`src/rtl/xiyiji_pkg.sv`:
```
// Shared types, program tables and display decode for the washing-machine controller.
package xiyiji_pkg;

   localparam int unsigned CLK_DIV  = 100;
   localparam int unsigned DEB_CYC  = 3;
   localparam int unsigned DIV_W    = $clog2(CLK_DIV);
   localparam int unsigned SEC_W    = 4;
   localparam int unsigned CNT_W    = 6;
   localparam int unsigned DONE_SEC = 3;

   typedef enum logic [2:0] {
      ST_IDLE  = 3'd0,
      ST_INLET = 3'd1,
      ST_WASH  = 3'd2,
      ST_DRAIN = 3'd3,
      ST_DRY   = 3'd4,
      ST_DONE  = 3'd5,
      ST_PAUSE = 3'd6
   } state_t;

   typedef struct packed {
      state_t             st;
      logic [SEC_W-1:0]   sec;
   } phase_sel_t;

   // One row per program, nibbles are {inlet, wash, drain, dry} seconds
   localparam logic [3:0][15:0] PHASE_TBL = {16'h000A, 16'h5F58, 16'h4C46, 16'h3834};

   function automatic logic [SEC_W-1:0] phase_sec(input logic [1:0] mode, input logic [1:0] ph);
      logic [15:0] row;
      row = PHASE_TBL[mode];
      case (ph)
         2'd0:    phase_sec = row[15:12];
         2'd1:    phase_sec = row[11:8];
         2'd2:    phase_sec = row[7:4];
         default: phase_sec = row[3:0];
      endcase
   endfunction

   function automatic logic [CNT_W-1:0] program_total(input logic [1:0] mode);
      program_total = CNT_W'(phase_sec(mode, 2'd0)) + CNT_W'(phase_sec(mode, 2'd1))
                    + CNT_W'(phase_sec(mode, 2'd2)) + CNT_W'(phase_sec(mode, 2'd3));
   endfunction

   // Lowest non-zero phase at index >= first; falls through to DONE when none remain
   function automatic phase_sel_t next_phase(input logic [1:0] mode, input logic [2:0] first);
      phase_sel_t sel;
      sel.st  = ST_DONE;
      sel.sec = SEC_W'(DONE_SEC);
      for (int i = 3; i >= 0; i--) begin
         if ((3'(i) >= first) && (phase_sec(mode, 2'(i)) != '0)) begin
            sel.st  = state_t'(3'(i + 1));
            sel.sec = phase_sec(mode, 2'(i));
         end
      end
      return sel;
   endfunction

   function automatic logic [6:0] seg7(input logic [3:0] d);
      case (d)
         4'd0:    seg7 = 7'b1111110;
         4'd1:    seg7 = 7'b0110000;
         4'd2:    seg7 = 7'b1101101;
         4'd3:    seg7 = 7'b1111001;
         4'd4:    seg7 = 7'b0110011;
         4'd5:    seg7 = 7'b1011011;
         4'd6:    seg7 = 7'b1011111;
         4'd7:    seg7 = 7'b1110000;
         4'd8:    seg7 = 7'b1111111;
         4'd9:    seg7 = 7'b1111011;
         default: seg7 = 7'b0000000;
      endcase
   endfunction

endpackage

```
`src/rtl/xiyiji_debounce.sv`:
```
// Single-bit debouncer: output follows the input after CYC consecutive differing samples.
module xiyiji_debounce
   import xiyiji_pkg::*;
#(
   parameter int unsigned CYC     = DEB_CYC,
   parameter logic        RST_VAL = 1'b0
) (
   input  logic clk,
   input  logic rst,
   input  logic i_raw,
   output logic o_deb
);

   localparam int unsigned CW = $clog2(CYC + 1);

   logic [CW-1:0] r_cnt;

   always_ff @(posedge clk or posedge rst) begin
      if (rst) begin
         r_cnt <= '0;
         o_deb <= RST_VAL;
      end else if (i_raw == o_deb) begin
         r_cnt <= '0;
      end else if (r_cnt == CW'(CYC - 1)) begin
         r_cnt <= '0;
         o_deb <= i_raw;
      end else begin
         r_cnt <= r_cnt + 1'b1;
      end
   end

endmodule

```
`src/rtl/xiyiji_washer_top.sv`:
```
// Washing-machine controller: button debounce, 1 Hz divider, program sequencer and
// multiplexed two-digit display, sitting directly on board pins.
module xiyiji_washer_top
   import xiyiji_pkg::*;
(
   input  logic       clk,
   input  logic       rst,
   input  logic       select,
   input  logic       start,
   input  logic       emergency,
   output logic       select_qudou,
   output logic       start_qudou,
   output logic       emergency_qudou,
   output logic       rst_qudou,
   output logic       clk_1hz,
   output logic [1:0] mode_c,
   output logic [2:0] tmp,
   output logic [3:0] time_c,
   output logic [3:0] c_s,
   output logic [5:0] count,
   output logic       zheng,
   output logic       fan,
   output logic       inlet,
   output logic       drain,
   output logic       dry,
   output logic       ledzheng,
   output logic       ledfan,
   output logic       ledinlet,
   output logic       leddrain,
   output logic       leddry,
   output logic       ledstop,
   output logic       alarm,
   output logic       enable_xiyiji,
   output logic [6:0] discode,
   output logic [1:0] enable_shumaguan
);

   state_t           r_state, r_saved, w_state_n, w_saved_n;
   logic [DIV_W-1:0] r_div;
   logic             r_sel_d, r_start_d;
   logic [SEC_W-1:0] w_time_n;
   logic [3:0]       w_cs_n;
   logic [CNT_W-1:0] w_count_n, w_total;
   logic [1:0]       w_mode_n, w_en_n;
   logic             w_sec_tick, w_half, w_clk_1hz_n, w_sel_rise, w_start_acc;
   logic             w_zheng_n, w_fan_n, w_alarm_n;
   logic [3:0]       w_tens, w_units;
   logic [6:0]       w_discode_n;
   phase_sel_t       w_first, w_next;

   xiyiji_debounce #(.CYC(DEB_CYC), .RST_VAL(1'b0)) u_deb_sel   (.clk(clk), .rst(rst), .i_raw(select),    .o_deb(select_qudou));
   xiyiji_debounce #(.CYC(DEB_CYC), .RST_VAL(1'b0)) u_deb_start (.clk(clk), .rst(rst), .i_raw(start),     .o_deb(start_qudou));
   xiyiji_debounce #(.CYC(DEB_CYC), .RST_VAL(1'b0)) u_deb_emg   (.clk(clk), .rst(rst), .i_raw(emergency), .o_deb(emergency_qudou));
   xiyiji_debounce #(.CYC(DEB_CYC), .RST_VAL(1'b1)) u_deb_rst   (.clk(clk), .rst(rst), .i_raw(rst),       .o_deb(rst_qudou));

   assign tmp         = r_state;
   assign w_sec_tick  = (r_div == DIV_W'(CLK_DIV - 1));
   assign w_half      = (r_div == DIV_W'(CLK_DIV / 2 - 1));
   assign w_clk_1hz_n = clk_1hz ^ (w_sec_tick | w_half);
   assign w_sel_rise  = select_qudou & ~r_sel_d;
   assign w_start_acc = (r_state == ST_IDLE) & start_qudou & ~r_start_d;
   assign w_first     = next_phase(mode_c, 3'd0);
   assign w_next      = next_phase(mode_c, 3'(r_state));
   assign w_total     = program_total(mode_c);

   // Divider restarts on start acceptance so the first second is a full one
   always_ff @(posedge clk or posedge rst) begin
      if (rst) begin
         r_div     <= '0;
         clk_1hz   <= 1'b0;
         r_sel_d   <= 1'b0;
         r_start_d <= 1'b0;
      end else begin
         clk_1hz   <= w_clk_1hz_n;
         r_sel_d   <= select_qudou;
         r_start_d <= start_qudou;
         r_div     <= (w_start_acc || w_sec_tick) ? '0 : r_div + 1'b1;
      end
   end

   always_comb begin
      w_state_n = r_state;
      w_saved_n = r_saved;
      w_time_n  = time_c;
      w_cs_n    = c_s;
      w_count_n = count;
      w_mode_n  = mode_c;
      case (r_state)
         ST_IDLE: begin
            if (w_sel_rise) w_mode_n = mode_c + 2'd1;
            if (w_start_acc) begin
               w_state_n = w_first.st;
               w_time_n  = w_first.sec;
               w_count_n = w_total;
               w_cs_n    = '0;
            end
         end
         ST_INLET, ST_WASH, ST_DRAIN, ST_DRY: begin
            if (emergency_qudou) begin
               w_saved_n = r_state;
               w_state_n = ST_PAUSE;
            end else if (w_sec_tick) begin
               w_count_n = count - 6'd1;
               if (r_state == ST_WASH) w_cs_n = {1'b0, c_s[2:0] + 3'd1};
               if (time_c == 4'd1) begin
                  w_state_n = w_next.st;
                  w_time_n  = w_next.sec;
                  w_cs_n    = '0;
               end else begin
                  w_time_n = time_c - 4'd1;
               end
            end
         end
         ST_DONE: begin
            if (w_sec_tick) begin
               if (time_c == 4'd1) begin
                  w_state_n = ST_IDLE;
                  w_time_n  = '0;
                  w_count_n = '0;
               end else begin
                  w_time_n = time_c - 4'd1;
               end
            end
         end
         ST_PAUSE: begin
            if (!emergency_qudou) w_state_n = r_saved;
         end
         default: w_state_n = ST_IDLE;
      endcase
   end

   // Output decode from next-state values so registered outputs line up with tmp
   always_comb begin
      w_zheng_n = (w_state_n == ST_WASH) && (w_cs_n <= 4'd2);
      w_fan_n   = (w_state_n == ST_WASH) && (w_cs_n >= 4'd4) && (w_cs_n <= 4'd6);
      w_alarm_n = 1'b0;
      case (w_state_n)
         ST_PAUSE: w_alarm_n = w_clk_1hz_n;
         ST_DONE:  w_alarm_n = emergency_qudou ? w_clk_1hz_n : 1'b1;
         ST_IDLE:  w_alarm_n = emergency_qudou & w_clk_1hz_n;
         default:  w_alarm_n = 1'b0;
      endcase
      w_en_n  = {enable_shumaguan[0], enable_shumaguan[1]};
      w_tens  = 4'(count / 6'd10);
      w_units = 4'(count % 6'd10);
      if (r_state == ST_IDLE) w_discode_n = w_en_n[1] ? 7'b0000000 : seg7({2'b00, mode_c});
      else                    w_discode_n = seg7(w_en_n[1] ? w_tens : w_units);
   end

   always_ff @(posedge clk or posedge rst) begin
      if (rst) begin
         r_state          <= ST_IDLE;
         r_saved          <= ST_IDLE;
         time_c           <= '0;
         c_s              <= '0;
         count            <= '0;
         mode_c           <= '0;
         {zheng, fan, inlet, drain, dry}                <= '0;
         {ledzheng, ledfan, ledinlet, leddrain, leddry} <= '0;
         ledstop          <= 1'b0;
         alarm            <= 1'b0;
         enable_xiyiji    <= 1'b0;
         discode          <= '0;
         enable_shumaguan <= 2'b01;
      end else begin
         r_state          <= w_state_n;
         r_saved          <= w_saved_n;
         time_c           <= w_time_n;
         c_s              <= w_cs_n;
         count            <= w_count_n;
         mode_c           <= w_mode_n;
         zheng            <= w_zheng_n;
         fan              <= w_fan_n;
         inlet            <= (w_state_n == ST_INLET);
         drain            <= (w_state_n == ST_DRAIN);
         dry              <= (w_state_n == ST_DRY);
         ledzheng         <= w_zheng_n;
         ledfan           <= w_fan_n;
         ledinlet         <= (w_state_n == ST_INLET);
         leddrain         <= (w_state_n == ST_DRAIN);
         leddry           <= (w_state_n == ST_DRY);
         ledstop          <= ~w_zheng_n & ~w_fan_n;
         alarm            <= w_alarm_n;
         enable_xiyiji    <= (w_state_n != ST_IDLE);
         discode          <= w_discode_n;
         enable_shumaguan <= w_en_n;
      end
   end

endmodule

```
`config.mk`:
```
export PLATFORM = sky130hd
export DESIGN_NAME = xiyiji_washer_top
export DESIGN_NICKNAME = d
export VERILOG_FILES = /design/src/rtl/xiyiji_pkg.sv /design/src/rtl/xiyiji_debounce.sv /design/src/rtl/xiyiji_washer_top.sv
export SDC_FILE = /design/constraint.sdc
export NUM_CORES = 1
export LEC_CHECK = 0
export ABC_AREA = 1
export BUFFER_PORTS_ARGS = -buffer_cell sky130_fd_sc_hd__buf_2
export CAP_MARGIN = 5
export CORE_MARGIN = 3
export CORE_UTILIZATION = 50
export CTS_BUF_LIST = sky130_fd_sc_hd__clkbuf_8
export DETAILED_ROUTE_END_ITERATION = 16
export GPL_ROUTABILITY_DRIVEN = 0
export GPL_TIMING_DRIVEN = 0
export PLACE_DENSITY_LB_ADDON = 0.12
export REMOVE_ABC_BUFFERS = 1
export SLEW_MARGIN = 0
export SYNTH_ARGS = -nofsm -noshare
export SYNTH_HDL_FRONTEND = slang
export SYNTH_SLANG_ARGS = --single-unit
```
`constraint.sdc`:
```
create_clock -name clk -period 3.3 [get_ports clk]
set_clock_uncertainty 0.1 [all_clocks]
set_input_delay 0.165 -clock clk [delete_from_list [all_inputs] [get_ports clk]]
set_output_delay 0.165 -clock clk [all_outputs]
set_load 0.02 [all_outputs]
```
==> results of run 1 <==
==> cell type report <==
cell class,instances,area share (%)
clock buffers,10,3.217
flip-flops and latches,61,35.74
well taps,96,2.808
clock inverters,6,1.082
inverters,72,6.376
repair buffers,55,7.254
multi-input cells,325,43.52
==> cells by family after synthesis <==
| logic type | count (synthesis) |
|---|---|
| xor gates and xnor gates | 11 |
| and+or+nand+nor | 218 |
| buffers and inverters | 82 |
| muxes | 2 |
| AOI/OAI and AO/OA | 72 |
| DFF | 61 |
| adders and majority gates | 22 |
==> layout by cell type, fill, tap and decap left out, types with 4 or more instances in the layout <==
master	count
o22ai_1	5
nor3_1	11
clkbuf_8	10
dfrtp_1	59
nand3_2	4
ha_1	22
nor2_2	4
xnor2_1	5
buf_2	50
dlygate4sd3_1	4
o21ai_1	5
nand2_2	8
inv_1	60
xor2_1	6
nand4_1	5
nor2_1	39
inv_2	11
nand3_1	22
a21oi_1	10
nand2_1	111
o21ai_0	30
==> critical path, cell delays in order (launching register included) <==
cell      delay [ps]
dfrtp_1          520
nor2_4           180
nand2_2          130
a21oi_1          190
o21bai_2          90
nand2_2           70
nand2_2           70
o21ai_0          590
inv_1            160
ha_1             340
nand3_1          100
nand2_1           70
inv_1             50
nand2_1           40
nand2_1           60
nand2_1           40
==> worst paths after layout <==
kind | startpoint | endpoint | slack [ps] | depth (start not counted)
max | count[4] | discode[3] | 390 | 15
max reg2reg | count[4] | discode[3] | 390 | 15
min reg2reg | enable_shumaguan[1] | enable_shumaguan[0] | 280 | 0
max in group asynchronous | rst | u_deb_rst.o_deb | 2110 | 4
min in group asynchronous | rst | r_div[3] | 360 | 3
min | enable_shumaguan[1] | enable_shumaguan[0] | 280 | 0
==> metal layers <==
layer  wire [µm]  up-vias  share of wire [%]
met3         401        9                5.0
met2        3811       83                 48
li1            -     1625                  -
met1        3661     1487                 46
met4         121        0                1.5
met5           0        -                  0
==> timing repair <==
item | in CTS | in global routing
setup buffers | 0 | 0
setup endpoints to repair | 0 | 0
endpoints found under the hold margin | 29 | 0
hold buffers | 4 | 0
==> through the flow <==
stage                     utilization [%]  cell area [µm²]
final                               60.94             4278
after global routing                60.94             4278
after CTS                           60.94             4278
after detailed placement            57.75             4054
after global placement              57.47             4034
after floorplan                         -             3664
==> flip-flops by register name, indices dropped and copies added, names as in the netlist, 2 cells and up <==
name / count
discode: 7
r_div: 7
count: 6
c_s: 4
time_c: 4
r_saved: 3
tmp: 3
enable_shumaguan: 2
mode_c: 2
u_deb_emg.r_cnt: 2
u_deb_rst.r_cnt: 2
u_deb_sel.r_cnt: 2
u_deb_start.r_cnt: 2
==> summary.md, run 1 <==
| Metric | Value |
|---|---|
| Mapped Avg Cell Area | `7.970 µm²` |
| # DRC | `0` |
| Multi-input logic area | `1862 µm²` |
| Die width | `92.37 µm` |
| Least-Margin Pin Slew | `731.2 ps` |
| Setup TNS | `0 ps` |
| Area fraction in compound gates after synthesis | `12.34%` |
| Dpl ws | `430.9 ps` |
| TritonRoute pass-1 iters | `4` |
| Startpoint Class | `flip-flop` |
| Final hold vios | `0` |
| # nets final | `551` |
| Core ar. | `7019 µm²` |
| Synth cell count leaders | `nand2_1 (111), inv_1 (61), dfrtp_1 (59)` |
| Resized Gates After CTS | `0` |
| Post-synth EDFFs | `0` |
| Fill cells | `641` |
| Arrival @ worst endpoint | `3040 ps` |
| Largest net degree at the start of global routing | `36` |
| Cell chosen for the clock root | `clkbuf_8` |
| Maximum clock frequency | `343.5 MHz` |
| Synth area leaders | `dfrtp_1 (40%), nand2_1 (11%), ha_1 (7.4%), inv_1 (6.1%), o21ai_0 (4.0%)` |
| Dpl hpwl | `6043 µm` |
| WL final | `7996 µm` |
| Critical Path Sink Type | `flip-flop` |
| Min Hold Slack | `282.8 ps` |
| Vias in the first global route | `3106` |
| Post-synthesis cell count | `468` |
| DP Cell Count | `605` |
| CTS H-tree depth | `3` |
| Initial antenna violation count | `0` |
| Tcrit/Tclk final | `88.23%` |
| Max transition margin | `50.74%` |
| Share of post-route cells with drive strength above 1 | `21.36%` |
| Final setup vio count | `0` |
| Sequential area share after synthesis | `40.99%` |
| Met2 usage | `33.90%` |
| Largest family of logic cells by synthesized area | `simple AND/OR/NAND/NOR gates` |
| Worst-path clk slew | `80 ps` |
| RSZ-0062 raised after global routing | `no` |
| Synth Warn # | `0` |
| Crit Path Category | `reg2reg` |
| Die area | `8532 µm²` |
| Initial Util | `53.14%` |
| GRT Util Overall | `19.99%` |
| Clk_lat worst skew | `340 ps` |
| CP Max Fanout | `9` |
| DRT antenna net count | `0` |
| Mux share of post-synthesis cell area | `0.5367%` |
| Final std cells w/o fill | `625` |
| Count of state elements after synthesis | `61` |
| Clock tree from TritonCTS | `built` |
| Final setup margin | `388.5 ps` |
| Gr busiest metal | `met2` |
| Distinct cell type count after synthesis | `49` |
| Async set-reset flop share out of synthesis | `100.0%` |
| Routed len/inst | `12.79 µm` |
| Iter 0 DRT Violations | `151` |
| Adder-cell share of the synthesized area | `7.380%` |
| Inserted Clock Buffers | `9` |
| Syn Std Cell Area | `3730 µm²` |
| Status | `finished clean` |
| First-pass GRT wire length | `13880 µm` |
| Vias per cell | `5.126` |
| ANT cells | `0` |
| Max-Cap Viols | `0` |
| Top-count cell post-synth | `nand2_1` |
| Final Max Slew Viols | `0` |
| Met1 Resource Use GR | `25.43%` |
| Die height | `92.37 µm` |
| Io pins | `51` |
| Clock sinks | `61` |
| XOR/XNOR Fraction of Synth Area | `2.583%` |
| WP data required | `3430 ps` |
| Synth Area in Simple Gates | `27.07%` |
| # port buffers | `50` |
| Fin crit period | `2912 ps` |
| Gr ovfl total | `0` |
| Vias | `3204` |
| Met3 Resource Use GR | `3.412%` |
| Sequential Area | `1529 µm²` |
| CTS max path bufs | `2` |
| Top FF cell, synth | `dfrtp_1` |
| Syn-to-layout area delta | `14.69%` |
| Synth top area share | `39.58%` |
| Row count | `30` |
| Cell accounting for the most synthesized area | `dfrtp_1` |
| HP Class | `reg2reg` |
Power of run 1 is not shown: default switching activity piles up to over one toggle a cycle in this logic, so the estimate is an artifact.
==> run 2, diff against run 1 <==
--- a/config.mk
+++ b/config.mk
@@ -15,6 +15,7 @@
 export GPL_ROUTABILITY_DRIVEN = 0
 export GPL_TIMING_DRIVEN = 0
 export PLACE_DENSITY_LB_ADDON = 0.12
+export RECOVER_POWER = 100
 export REMOVE_ABC_BUFFERS = 1
 export SLEW_MARGIN = 0
 export SYNTH_ARGS = -nofsm -noshare
==> run 2 against run 1 <==
Effect of this change: routed wire length up 0.58%; clock-buffer cell count unchanged; non-clock buffer count unchanged; critical endpoint unchanged; register-to-register slack worse by 30 ps; hold slack better by 9.5 ps; critical path type unchanged; die area unchanged; final cell count unchanged; first-iteration DRC count down 6.0%.
==> summary.md, run 2 (synthesis gave the netlist of run 1 again) <==
| Metric | Value |
|---|---|
| Die area | `8532 µm² (unchanged)` |
| Die width | `92.37 µm (unchanged)` |
| HP Class | `reg2reg (unchanged)` |
| Vias | `3215 (was 3204)` |
| GRT Util Overall | `19.99% (unchanged)` |
| Status | `finished clean (unchanged)` |
| Initial Util | `53.14% (unchanged)` |
| Iter 0 DRT Violations | `142 (was 151)` |
| Vias per cell | `5.144 (was 5.126)` |
| Clock tree from TritonCTS | `built (unchanged)` |
| Register-to-Register Setup Slack | `350 ps (was 390 ps)` |
| Arrival @ worst endpoint | `3080 ps (was 3040 ps)` |
| Gr ovfl total | `0 (unchanged)` |
| Crit Path Category | `reg2reg (unchanged)` |
| Resized Gates After CTS | `0 (unchanged)` |
| First-pass GRT wire length | `13880 µm (unchanged)` |
| Max transition margin | `26.82% (was 50.74%)` |
| DRT antenna net count | `0 (unchanged)` |
| Final setup vio count | `0 (unchanged)` |
| Die height | `92.37 µm (unchanged)` |
| TritonRoute pass-1 iters | `5 (was 4)` |
| Buf/Inv on CP | `2 (unchanged)` |
| Routed len/inst | `12.87 µm (was 12.79 µm)` |
| CP Max Fanout | `9 (unchanged)` |
| Maximum clock frequency | `339.4 MHz (was 343.5 MHz)` |
| Least-Margin Pin Slew | `1097 ps (was 731.2 ps)` |
| Inserted Clock Buffers | `9 (unchanged)` |
| Startpoint Class | `flip-flop (unchanged)` |
| Largest net degree at the start of global routing | `36 (unchanged)` |
| Row count | `30 (unchanged)` |
| Initial antenna violation count | `0 (unchanged)` |
| Vias in the first global route | `3106 (unchanged)` |
| Share of post-route cells with drive strength above 1 | `9.263% (was 21.36%)` |
| Setup TNS | `0 ps (unchanged)` |
| # nets final | `551 (unchanged)` |
| WP data required | `3430 ps (about the same)` |
| # port buffers | `50 (unchanged)` |
| Critical Path Most Common Cell | `nand2_1 (unchanged)` |
| WL final | `8042 µm (was 7996 µm)` |
| Worst R2R Start | `count[4] (unchanged)` |
| Dpl hpwl | `6043 µm (unchanged)` |
| Crit path max-delay family | `compound AO/OA/AOI/OAI gates (unchanged)` |
| Final hold vios | `0 (unchanged)` |
| Commonest cells after routing, fill and taps aside | `nand2_1 (115), inv_1 (65), dfrtp_1 (59) (was nand2_1 (111), inv_1 (60), dfrtp_1 (59))` |
| Critical Path Sink Type | `flip-flop (unchanged)` |
| Min-delay src | `enable_shumaguan[1] (unchanged)` |
| Syn-to-layout area delta | `11.98% (was 14.69%)` |
| ANT cells | `0 (unchanged)` |
| Util after Layout | `59.50% (was 60.94%)` |
| Clk_lat worst skew | `340 ps (about the same)` |
| Commonest non-fill, non-tap cell in the layout | `nand2_1 (unchanged)` |
| Worst-path clk slew | `70 ps (was 80 ps)` |
| Crit path largest cell delay | `600 ps (was 590 ps)` |
| CTS max path bufs | `2 (unchanged)` |
| Io pins | `51 (unchanged)` |
| Worst path slowest cell | `o21ai_0 (unchanged)` |
| CTS H-tree depth | `3 (unchanged)` |
| Hold Path Cell Cnt | `0 (unchanged)` |
| Clock sinks | `61 (unchanged)` |
| Fin crit period | `2946 ps (was 2912 ps)` |
| Top Registers | `discode x7, r_div x7, count x6 (unchanged)` |
| Cell chosen for the clock root | `clkbuf_8 (unchanged)` |
| Reg-to-Reg End | `discode[3] (unchanged)` |
| R2r worst-path depth | `15 (unchanged)` |
| # DRC | `0 (unchanged)` |
| Core ar. | `7019 µm² (unchanged)` |
| RSZ-0062 raised after global routing | `no (unchanged)` |
| Max-Cap Viols | `0 (unchanged)` |
| Tcrit/Tclk final | `89.28% (was 88.23%)` |
| Min Hold Slack | `292.4 ps (was 282.8 ps)` |
| Hold endpoint | `enable_shumaguan[0] (unchanged)` |
| Crit path cell chain | `nor2_4 > nand2_2 > a21oi_1 > o21bai_1 > nand2_2 > nand2_1 > o21ai_0 > inv_1 > ha_1 > nand3_1 > nand2_1 > inv_1 > nand2_1 > nand2_1 > nand2_1 (was nor2_4 > nand2_2 > a21oi_1 > o21bai_2 > nand2_2 > nand2_2 > o21ai_0 > inv_1 > ha_1 > nand3_1 > nand2_1 > inv_1 > nand2_1 > nand2_1 > nand2_1)` |
| Final Max Slew Viols | `0 (unchanged)` |
## run 2: how the worst max path moves through the flow
| stage | from | cells past startpoint | end |
|---|---|---|---|
| after global routing | tmp[2] | 12 | count[5] |
| after floorplan | count[4] | 15 | discode[3] |
| final | count[4] | 15 | discode[3] |
| after global placement | count[4] | 15 | discode[3] |
| after CTS | count[4] | 15 | discode[3] |
| after detailed placement | count[4] | 15 | discode[3] |
## run 2: what timing repair did
item,4_1_cts,5_1_grt
hold buffers,4,0
buffers inserted,0,0
endpoints found under the hold margin,29,0
## run 2: stage by stage
step / area [µm²] / std cells / setup WS [ps]
after floorplan: 3664 / 458 / 710.0
after global placement: 4034 / 604 / 534.4
after detailed placement: 4054 / 605 / 430.9
after CTS: 4278 / 625 / 410.2
after global routing: 4177 / 625 / 105.2
final: 4177 / 625 / 353.8
## run 2: layout make-up
| class | instances | area (µm²) |
|---|---|---|
| fill | 680 | 2843 |
| multi-input combinational | 325 | 1821 |
| sequential | 61 | 1529 |
| inverter | 72 | 272.8 |
| timing repair buffer | 55 | 250.2 |
| clock buffer | 10 | 137.6 |
| tap | 96 | 120.1 |
| clock inverter | 6 | 46.29 |
## run 2: routing by layer
metal / routed length (µm) / GRT usage (%) / share of wire (%)
met1: 3704 / 25.43 / 46
met2: 3833 / 33.90 / 48
met3: 379 / 3.412 / 4.7
met4: 125 / 7.797 / 1.6
met5: 0 / 0 / 0
## run 2: worst register-to-register path, delay by kind of cell, from the launching register on
| family | cells | cell delay [ps] |
|---|---|---|
| buffers and inverters | 2 | 210 |
| DFF | 1 | 520 |
| AOI/OAI and AO/OA | 3 | 870 |
| adders and majority gates | 1 | 340 |
| and+or+nand+nor | 9 | 800 |
Power of run 2 is left out for the same reason.
==> run 3, diff against run 2 <==
--- a/config.mk
+++ b/config.mk
@@ -7,13 +7,13 @@
 export LEC_CHECK = 0
 export ABC_AREA = 1
 export BUFFER_PORTS_ARGS = -buffer_cell sky130_fd_sc_hd__buf_2
-export CAP_MARGIN = 5
+export CAP_MARGIN = 15
 export CORE_MARGIN = 3
 export CORE_UTILIZATION = 50
 export CTS_BUF_LIST = sky130_fd_sc_hd__clkbuf_8
 export DETAILED_ROUTE_END_ITERATION = 16
 export GPL_ROUTABILITY_DRIVEN = 0
-export GPL_TIMING_DRIVEN = 0
+export GPL_TIMING_DRIVEN = 1
 export PLACE_DENSITY_LB_ADDON = 0.12
 export RECOVER_POWER = 100
 export REMOVE_ABC_BUFFERS = 1
==> run 3 against run 2 <==
Effect of this change: die area stayed put; design area increased by 0.45%; maximum frequency is 6.0% higher; critical path depth decreased by 3; first-iteration DRC count up 2.8%; final cell count is 0.16% higher; via count rose by 0.68%; clock-buffer cell count is 1 higher; global-route usage rose by 0.81 points; largest cell class unchanged.
==> summary.md, run 3 (synthesis gave the netlist of run 1 again) <==
| Metric | Value |
|---|---|
| DRT antenna net count | `0 (unchanged)` |
| Largest net degree at the start of global routing | `34 (was 36)` |
| Cell chosen for the clock root | `clkbuf_8 (unchanged)` |
| Iter 0 DRT Violations | `146 (was 142)` |
| Critical Path Sink Type | `flip-flop (unchanged)` |
| Final hold vios | `0 (unchanged)` |
| Final std cells w/o fill | `626 (was 625)` |
| Setup TNS | `0 ps (unchanged)` |
| Status | `finished clean (unchanged)` |
| Startpoint Class | `flip-flop (unchanged)` |
| CP Max Fanout | `14 (was 9)` |
| Maximum clock frequency | `359.9 MHz (was 339.4 MHz)` |
| Top Registers | `discode x7, r_div x7, count x6 (unchanged)` |
| Met3 Resource Use GR | `3.412% (unchanged)` |
| Vias per cell | `5.171 (was 5.144)` |
| Gr busiest metal | `met2 (unchanged)` |
| Initial Util | `53.14% (unchanged)` |
| CTS max path bufs | `2 (unchanged)` |
| HP Class | `reg2reg (unchanged)` |
| Initial antenna violation count | `0 (unchanged)` |
| Core ar. | `7019 µm² (unchanged)` |
| Die width | `92.37 µm (unchanged)` |
| Commonest non-fill, non-tap cell in the layout | `nand2_1 (unchanged)` |
| Share of post-route cells with drive strength above 1 | `10.00% (was 9.263%)` |
| Final design area excluding fillers | `4195 µm² (was 4177 µm²)` |
| Die height | `92.37 µm (unchanged)` |
| # DRC | `0 (unchanged)` |
| Crit Path Category | `reg2reg (unchanged)` |
| Min Hold Slack | `291.8 ps (was 292.4 ps)` |
| TritonRoute pass-1 iters | `4 (was 5)` |
| Min-delay src | `enable_shumaguan[1] (unchanged)` |
| Post-placement cell area | `4049 µm² (was 4054 µm²)` |
| GRT Util Overall | `20.80% (was 19.99%)` |
| Vias in the first global route | `3138 (was 3106)` |
| Worst R2R Start | `tmp[2] (was count[4])` |
| Gr ovfl total | `0 (unchanged)` |
| Commonest cells after routing, fill and taps aside | `nand2_1 (115), inv_1 (62), dfrtp_1 (59) (was nand2_1 (115), inv_1 (65), dfrtp_1 (59))` |
| Final Max Slew Viols | `0 (unchanged)` |
| Arrival @ worst endpoint | `2950 ps (was 3080 ps)` |
| Die area | `8532 µm² (unchanged)` |
| Vias | `3237 (was 3215)` |
| Fin crit period | `2778 ps (was 2946 ps)` |
| Clock sinks | `61 (unchanged)` |
| Final setup vio count | `0 (unchanged)` |
| Inserted Clock Buffers | `9 (unchanged)` |
| Max-Cap Viols | `0 (unchanged)` |
| Syn-to-layout area delta | `12.48% (was 11.98%)` |
| Least-Margin Pin Slew | `1228 ps (was 1097 ps)` |
| Met1 Resource Use GR | `26.60% (was 25.43%)` |
| Tcrit/Tclk final | `84.19% (was 89.28%)` |
| Routed len/inst | `13.25 µm (was 12.87 µm)` |
| Clk_lat worst skew | `350 ps (was 340 ps)` |
| Row count | `30 (unchanged)` |
| # port buffers | `50 (unchanged)` |
| Met2 usage | `34.26% (was 33.90%)` |
| Worst-path clk slew | `70 ps (about the same)` |
| RSZ-0062 raised after global routing | `no (unchanged)` |
| ANT cells | `0 (unchanged)` |
| Dpl hpwl | `6130 µm (was 6043 µm)` |
| CP Launch Point | `tmp[2] (was count[4])` |
| WL final | `8297 µm (was 8042 µm)` |
| First-pass GRT wire length | `14270 µm (was 13880 µm)` |
| WP data required | `3470 ps (was 3430 ps)` |
| Clock tree from TritonCTS | `built (unchanged)` |
| DP Cell Count | `606 (was 605)` |
| # nets final | `552 (was 551)` |
| Setup Buffers After CTS | `0 (unchanged)` |
| Io pins | `51 (unchanged)` |
| Max transition margin | `18.05% (was 26.82%)` |
| CTS H-tree depth | `3 (unchanged)` |
-- run 3: layout make-up --
type / count / area (µm²)
fillers: 674 / 2824
multi-input cells: 325 / 1822
flip-flops and latches: 61 / 1529
inverters: 72 / 272.8
repair buffers: 56 / 241.5
clock buffers: 11 / 151.4
well taps: 96 / 120.1
clock inverters: 5 / 58.81
-- run 3: through the flow --
step,utilization [%],setup slack (ps)
after detailed placement,57.68,796.0
after floorplan,-,710.0
after global routing,59.77,284.0
final,59.77,521.6
after CTS,61.25,765.2
after global placement,57.68,958.6
-- run 3: worst paths after layout --
check	end	slack, ps	depth (start not counted)
max	count[2]	520	12
max reg2reg	count[2]	520	12
min reg2reg	enable_shumaguan[0]	290	0
min	enable_shumaguan[0]	290	0
min in group asynchronous	r_div[4]	610	3
max in group asynchronous	u_deb_start.r_cnt[0]	1170	4
-- run 3: per-layer routing --
| metal | routed length [µm] | vias up |
|---|---|---|
| met5 | 0 | - |
| met2 | 3928 | 78 |
| met1 | 3822 | 1528 |
| met3 | 359 | 18 |
| li1 | - | 1613 |
| met4 | 185 | 0 |
-- run 3: repair_timing --
action	4_1_cts	5_1_grt
endpoints found under the hold margin	34	0
endpoints found under the setup margin	0	0
hold buffers	4	0
gates resized for setup	0	0
-- run 3: critical path, cell delays in order (launching register included) --
cell     delay [ps]
dfrtp_1         490
nor2_1          250
nand2_1         230
nand2_1         450
nand2_2         240
inv_2           200
o21ai_4          90
inv_2           110
o21ai_4         100
inv_4            90
nand2_1          60
xor2_1          140
a21oi_1         140
Power of run 3 is left out for the same reason.
